File: config.mk
export PLATFORM = sky130hd
export DESIGN_NAME = pc_fetch_unit
export DESIGN_NICKNAME = d
export VERILOG_FILES = /design/src/rtl/pc_fetch_unit.sv
export SDC_FILE = /design/constraint.sdc
export NUM_CORES = 1
export LEC_CHECK = 0
export BUFFER_PORTS_ARGS = -buffer_cell sky130_fd_sc_hd__buf_4
export CELL_PAD_IN_SITES_DETAIL_PLACEMENT = 0
export CELL_PAD_IN_SITES_GLOBAL_PLACEMENT = 2
export CORE_MARGIN = 5
export CORE_UTILIZATION = 30
export DETAILED_ROUTE_END_ITERATION = 8
export PLACE_DENSITY_LB_ADDON = 0.08
export SYNTH_ARGS = -nofsm -noshare
export SYNTH_HDL_FRONTEND = slang
export SYNTH_SLANG_ARGS = --single-unit
File: constraint.sdc
create_clock -name Clk -period 2.2 [get_ports Clk]
set_clock_uncertainty 0.05 [all_clocks]
set_input_delay 0.44 -clock Clk [delete_from_list [all_inputs] [get_ports Clk]]
set_output_delay 0.44 -clock Clk [all_outputs]
set_load 0.1 [all_outputs]
File: src/rtl/pc_fetch_unit.sv
// IF-stage program counter and fetch sequencer: redirect, memory handshake, stall skid, IF/ID register.
// Optional accepted-fetch counter enabled by defining PC_FETCH_COUNT_EN; otherwise FetchCount is 0.
module pc_fetch_unit #(
    parameter logic [31:0] RESET_VECTOR = 32'h0000_0000,
    parameter int unsigned MAX_WAIT     = 15
) (
    input  logic        Clk,
    input  logic        Reset,
    input  logic [31:0] PCAddResult,
    input  logic        BranchTaken,
    input  logic [31:0] BranchTarget,
    input  logic        Stall,
    input  logic        IMemReady,
    input  logic [31:0] IMemInstr,
    output logic [31:0] PCResult,
    output logic        IMemReq,
    output logic [31:0] IFID_PC4,
    output logic [31:0] IFID_Instr,
    output logic        IFID_Valid,
    output logic        MisalignErr,
    output logic        TimeoutErr,
    output logic [31:0] FetchCount
);

    localparam logic [1:0] ST_BOOT  = 2'd0;
    localparam logic [1:0] ST_FETCH = 2'd1;
    localparam logic [1:0] ST_HOLD  = 2'd2;

    localparam logic [3:0] WAIT_LIMIT = 4'(MAX_WAIT);

    logic [1:0]  state_q, state_d;
    logic [31:0] pc_q, pc_d;
    logic [31:0] ifid_pc4_q, ifid_pc4_d;
    logic [31:0] ifid_instr_q, ifid_instr_d;
    logic        ifid_valid_q, ifid_valid_d;
    logic [31:0] skid_pc4_q, skid_pc4_d;
    logic [31:0] skid_instr_q, skid_instr_d;
    logic [3:0]  wait_q, wait_d;
    logic        misalign_q, misalign_d;
    logic        timeout_q, timeout_d;
    logic        accept;

    always_comb begin
        state_d      = state_q;
        pc_d         = pc_q;
        ifid_pc4_d   = ifid_pc4_q;
        ifid_instr_d = ifid_instr_q;
        ifid_valid_d = ifid_valid_q;
        skid_pc4_d   = skid_pc4_q;
        skid_instr_d = skid_instr_q;
        wait_d       = wait_q;
        misalign_d   = misalign_q;
        timeout_d    = timeout_q;
        accept       = 1'b0;

        if (state_q == ST_BOOT) begin
            state_d = ST_FETCH;
        end else if (BranchTaken) begin
            // Redirect wins over stall and drops any response arriving this cycle.
            pc_d         = {BranchTarget[31:2], 2'b00};
            ifid_valid_d = 1'b0;
            wait_d       = 4'd0;
            state_d      = ST_FETCH;
            if (BranchTarget[1:0] != 2'b00) begin
                misalign_d = 1'b1;
            end
        end else if (state_q == ST_FETCH) begin
            if (IMemReady && !Stall) begin
                ifid_pc4_d   = PCAddResult;
                ifid_instr_d = IMemInstr;
                ifid_valid_d = 1'b1;
                pc_d         = PCAddResult;
                wait_d       = 4'd0;
                accept       = 1'b1;
            end else if (IMemReady) begin
                skid_pc4_d   = PCAddResult;
                skid_instr_d = IMemInstr;
                state_d      = ST_HOLD;
            end else begin
                if (!Stall) begin
                    ifid_valid_d = 1'b0;
                end
                if (wait_q != WAIT_LIMIT) begin
                    wait_d = wait_q + 4'd1;
                end
                if (wait_d == WAIT_LIMIT) begin
                    timeout_d = 1'b1;
                end
            end
        end else if (state_q == ST_HOLD) begin
            if (!Stall) begin
                ifid_pc4_d   = skid_pc4_q;
                ifid_instr_d = skid_instr_q;
                ifid_valid_d = 1'b1;
                pc_d         = PCAddResult;
                wait_d       = 4'd0;
                accept       = 1'b1;
                state_d      = ST_FETCH;
            end
        end else begin
            state_d = ST_BOOT;
        end
    end

    always_ff @(posedge Clk or negedge Reset) begin
        if (!Reset) begin
            state_q      <= ST_BOOT;
            pc_q         <= RESET_VECTOR;
            ifid_pc4_q   <= 32'd0;
            ifid_instr_q <= 32'd0;
            ifid_valid_q <= 1'b0;
            skid_pc4_q   <= 32'd0;
            skid_instr_q <= 32'd0;
            wait_q       <= 4'd0;
            misalign_q   <= 1'b0;
            timeout_q    <= 1'b0;
        end else begin
            state_q      <= state_d;
            pc_q         <= pc_d;
            ifid_pc4_q   <= ifid_pc4_d;
            ifid_instr_q <= ifid_instr_d;
            ifid_valid_q <= ifid_valid_d;
            skid_pc4_q   <= skid_pc4_d;
            skid_instr_q <= skid_instr_d;
            wait_q       <= wait_d;
            misalign_q   <= misalign_d;
            timeout_q    <= timeout_d;
        end
    end

`ifdef PC_FETCH_COUNT_EN
    logic [31:0] count_q;

    always_ff @(posedge Clk or negedge Reset) begin
        if (!Reset) begin
            count_q <= 32'd0;
        end else if (accept) begin
            count_q <= count_q + 32'd1;
        end
    end

    assign FetchCount = count_q;
`else
    logic unused_accept;
    assign unused_accept = accept;
    assign FetchCount    = 32'd0;
`endif

    assign PCResult    = pc_q;
    assign IMemReq     = (state_q == ST_FETCH);
    assign IFID_PC4    = ifid_pc4_q;
    assign IFID_Instr  = ifid_instr_q;
    assign IFID_Valid  = ifid_valid_q;
    assign MisalignErr = misalign_q;
    assign TimeoutErr  = timeout_q;

endmodule
Word-level counts from Yosys, hierarchy flattened --
Cells that the tools add are included.
Word-level totals: memories kept 0, output and inout port bits 132, latch bits 0, RAM bits 0, bits in read-only memories 0, bits in registers 169, input bits 101
Operators by class: div/mod/pow operators 0, multipliers 0, shift operators 0, eq/ne operators 13, bitwise logic cells 4, muxes and demuxes 38, reductions and logical operators 14, add/subtract/negate cells 1, $lt $le $gt $ge 0
Operators with widths (count):
- 32-bit 2-to-1 mux | 12
- 4-bit 2-to-1 mux | 12
- 5-bit AND reduction | 3
- 2-bit 2-to-1 mux | 7
- 3-bit by 2-bit inequality test with 1-bit output, second input constant | 3
- 4-bit by 3-bit inequality test with 1-bit output, second input constant | 2
- 4-bit inequality test, second input constant | 2
- 4-bit AND reduction | 2
- 1-bit 2-to-1 mux | 7
- 3-bit AND reduction | 2
- 6-bit AND reduction | 1
- 5-bit inequality test, second input constant | 1
- 4-bit by 1-bit adder with 4-bit output, second input constant | 1
- 4-bit == test, second input constant | 1
- 2-bit by 1-bit inequality test with 1-bit output, second input constant | 2
- 1-bit NOT | 4
- 2-bit nonzero test | 2
- 3-bit nonzero test | 1
- 2-bit by 1-bit == test with 1-bit output, second input constant | 1
- 2-bit == test, second input constant | 1
- 2-bit zero test | 1
- 1-bit logical AND | 1
- 1-bit zero test | 1

Longest topological paths before layout --
depth in word-level cells 11, mapped depth 9, depth with buffers taken out 6

Worst setup path before layout --
No wires, ideal clock.
kind reg2reg, start reg state_q[1], end reg skid_instr_q[10], setup slack -0.670 ns, buffers on the path 2, data required time 2.022 ns, arrival time 2.693 ns, setup time 0.128 ns, stages on the path, launching flop included 8, clock period less this slack 2.870 ns, cell sequence dfrtp_1 -> inv_1 -> ha_1 -> buf_4 -> or3b_4 -> nor2_8 -> buf_4 -> mux2_1
Between the ends: elaborated cells on any way between the ends 4
RTL lines:
- start: declaration | line 31 | logic [1:0] state_q, state_d;
- start signal: assignment | line 118 | state_q <= state_d;
- 2-bit by 1-bit == test with 1-bit output
- named net IMemReq | line 16 | output logic IMemReq,
- 5-bit AND reduction (no line)
- end signal: assignment | line 124 | skid_instr_q <= skid_instr_d;
- end: declaration | line 37 | logic [31:0] skid_instr_q, skid_instr_d;
The timed path passes the listed nets, and every way through them passes these cells. A chain may end at the register's enable or synchronous reset.

Final worst setup path --
start reg state_q[1], end reg skid_pc4_q[21]
Between the ends: word-level cells in the longest chain between the ends 3, elaborated cells on any way between the ends 4
Ends and longest elaborated chain:
- 2-bit zero test | line 56 | if (state_q == ST_BOOT) begin
- 1-bit NOT (no line)
- 5-bit AND reduction (no line) *
- end signal: assignment | line 123 | skid_pc4_q <= skid_pc4_d;
- end: declaration | line 36 | logic [31:0] skid_pc4_q, skid_pc4_d;
Mark *: on every way between the ends. The rest lies on a longest branch, timed or not.

==> out/results.tsv <==
stage	metric	value	unit
final_layout	fin_util	40.4	%
run	drv_cap	0	
logic_synthesis	netlist_top_cells_count	dfrtp_1, a21oi_1, nor2_1	
sta	setup_viol	0	
sta	tightest_slew	0.632	ns
global_routing	grt.overflow.total	0	
logic_synthesis	synth-simple-area-share	12.9	%
worst_setup_path	cp-end-kind	register	
worst_setup_path	critPathKind	reg -> reg	
clock_network	clk_latency	0.42	ns
global_routing	grt.total_usage	15.2	%
clock_network	cts.clk_slew.worst_paths	0.08	ns
worst_setup_path	cp_data_required_time	2.45	ns
detailed_routing	first_pass_iters	4	
clock_network	cts_root_buffer	clkbuf_16	
worst_setup_path	path_cells	inv_2 > ha_4 > or3b_4 > nor2_8 > buf_12 > mux2_1	
logic_synthesis	yosys_register_bits	169	
clock_network	cts_tree	built	
detailed_routing	routed.top_layer	met4	
logic_synthesis	synth_edf_count	0	
placement	dp.cells	1204	
logic_synthesis	netlist_top_cells_area	dfrtp_1, mux2_1, mux2i_1	
detailed_routing	wl_met1	10600	um
logic_synthesis	ys_types	46	
logic_synthesis	synth_fa_ha_area_share	0.786	%
clock_network	cts_inserted_buffers	17	
placement	dpl.hpwl	16300	um
sta	clock.fmax	468	MHz
clock_network	clk_path_buf_depth	2	
detailed_routing	via_count	6042	
worst_setup_path	slowest_delay	0.44	ns
global_routing	grt_max_degree	87	
logic_synthesis	synth_top_area_share	53.1	%
worst_hold_path	hp-class	in -> reg	
final_layout	fin_cells	1241	
die	initial_core_util	30.5	%
worst_setup_path	cp_slowest_cell	dfrtp_1	
detailed_routing	routed-wl-met3	1380	um
detailed_routing	drt-total-wl	23900	um
detailed_routing	drc	0	
logic_synthesis	synth-compound-area-share	9.52	%
worst_setup_path	worstPathMaxFanout	18	
logic_synthesis	synth.most_common_cell	dfrtp_1	
detailed_routing	ant_nets	0	
logic_synthesis	synth_cells	698	
logic_synthesis	synth_xor_area_share	0.110	%
placement	io_buffers	200	
die	ios	233	
die	fp.dieArea	29900	um2
logic_synthesis	netlist_area	7960	um2
logic_synthesis	yosys_warnings	0	
logic_synthesis	ys_seq_area_share	53.1	%
logic_synthesis	synth_top_cell_by_area	dfrtp_1	
final_layout	drive_gt1_share	30.4	%
placement	routabilityCongestion	0.716	
worst_setup_path	path_delay_family	simple AND/OR/NAND/NOR gates	
logic_synthesis	synth_top_family_by_area	multiplexers	
sta	finalCritPeriodShare	97.1	%
die	die_h	173	um
clock_network	cts_sinks	169	
sta	max_slew_margin	57.8	%
detailed_routing	first_iter_violations	286	
detailed_routing	viasPerCell	4.87	
sta	finalHoldViolations	0	
final_layout	n_antenna_cell	0	
logic_synthesis	synthFlopType	dfrtp_1	
global_routing	grt_pass1_vias	6491	
detailed_routing	dr_wl_met2	11800	um
final_layout	area_growth	32.6	%
global_routing	grt_pass1_wl	36700	um
logic_synthesis	syn_avg_cell_area	11.4	um2
final_layout	fillers	2598	
outcome	status	complete, no violations	
die	die_w	173	um
sta	maxSlewViolCount	0	
clock_network	htree_num_levels	4	
sta	finalCriticalPeriod	2.14	ns
die	fp.coreArea	26100	um2
final_layout	fin_nets	999	
worst_setup_path	start_kind	register	
logic_synthesis	synthMuxAreaShare	17.2	%
logic_synthesis	async_flop_share	100	%
worst_setup_path	cp.arrival	2.39	ns
die	rows	59	
detailed_routing	wire_per_inst	19.3	um
worst_setup_path	crit_buf_inv	2	
global_routing	grt_antenna_before_repair	0	
stage by stage:
stage               hold WS [ns]  setup slack (ns)  cell area, um2  setup TNS (ns)
floorplan                 0.0944           -0.0541            8120           -3.25
global placement           0.353            0.0512            9850               0
detailed placement         0.363            0.0203            9850               0
CTS                        0.162           0.00494           10500               0
global route               0.164          -0.00539           10600        -0.00548
finish                     0.188            0.0637           10600               0
worst paths after layout:
path,start,to,slack (ns),cells past startpoint
max,state_q[1]$_DFFE_PN0P_,skid_pc4_q[21]$_DFFE_PN0P_,0.06,6
max in group asynchronous,Reset,PCResult[6]$_DFFE_PN0P_,1.00,3
min reg2reg,TimeoutErr$_DFFE_PN0P_,TimeoutErr$_DFFE_PN0P_,0.42,1
min in group asynchronous,Reset,IFID_Instr[9]$_DFFE_PN0P_,0.45,2
min,IMemInstr[9],skid_instr_q[9]$_DFFE_PN0P_,0.19,2
max reg2reg,state_q[1]$_DFFE_PN0P_,skid_pc4_q[21]$_DFFE_PN0P_,0.06,6
cells by family after synthesis:
group / count (synthesis)
xor gates and xnor gates: 1
and+or+nand+nor: 183
DFF: 169
muxes: 129
other: 1
adders and majority gates: 5
buffers and inverters: 88
AOI/OAI and AO/OA: 122
registers in the layout, indices dropped and copies added (netlist names):
| name | flops |
|---|---|
| IFID_Instr | 32 |
| IFID_PC4 | 32 |
| PCResult | 32 |
| skid_instr_q | 32 |
| skid_pc4_q | 32 |
| wait_q | 4 |
| state_q | 2 |
| IFID_Valid | 1 |
| MisalignErr | 1 |
| TimeoutErr | 1 |
cell usage in the layout (no fill, tap or decap), types with 4 or more instances in the layout:
master	netlist	layout
a21oi_1	69	69
a22oi_1	32	32
buf_12	0	9
buf_4	41	207
buf_6	0	7
clkbuf_16	0	18
clkinv_8	0	5
conb_1	1	32
dfrtp_1	169	168
inv_6	0	4
mux2_1	64	64
mux2i_1	65	65
nand2_1	6	6
nand2b_1	5	5
nand3_1	32	32
nand3b_1	60	60
nor2_1	68	68
o21ai_1	5	5
metal layers:
metal | GRT usage [%] | up-vias
met5 | 0 | -
met4 | 3.33 | 0
met2 | 25.8 | 173
met1 | 19.4 | 3049
li1 | - | 2806
met3 | 4.37 | 14
worst register-to-register path, stage by stage (launching register included):
cell,delay [ns]
dfrtp_1,0.44
inv_2,0.12
ha_4,0.17
or3b_4,0.43
nor2_8,0.26
buf_12,0.21
mux2_1,0.34
layout make-up:
type,count,area (um2),area share (%)
sequential,169,4230,40.1
multi-input combinational,472,3380,32.0
timing repair buffer,228,1910,18.0
clock buffer,17,425,4.03
tap,335,419,3.97
clock inverter,15,175,1.66
inverter,5,18.8,0.178
timing repair:
item,4_1_cts,5_1_grt
cloned,0,3
resized for setup,1,15
hold buffers,1,0
pin swaps,0,1
setup buffers,0,1
endpoints found under the hold margin,41,0
endpoints found under the setup margin,1,157
Power is left out: the tool's default activity adds up to more than one toggle a clock period on the data nets, which glitch-free logic cannot reach.
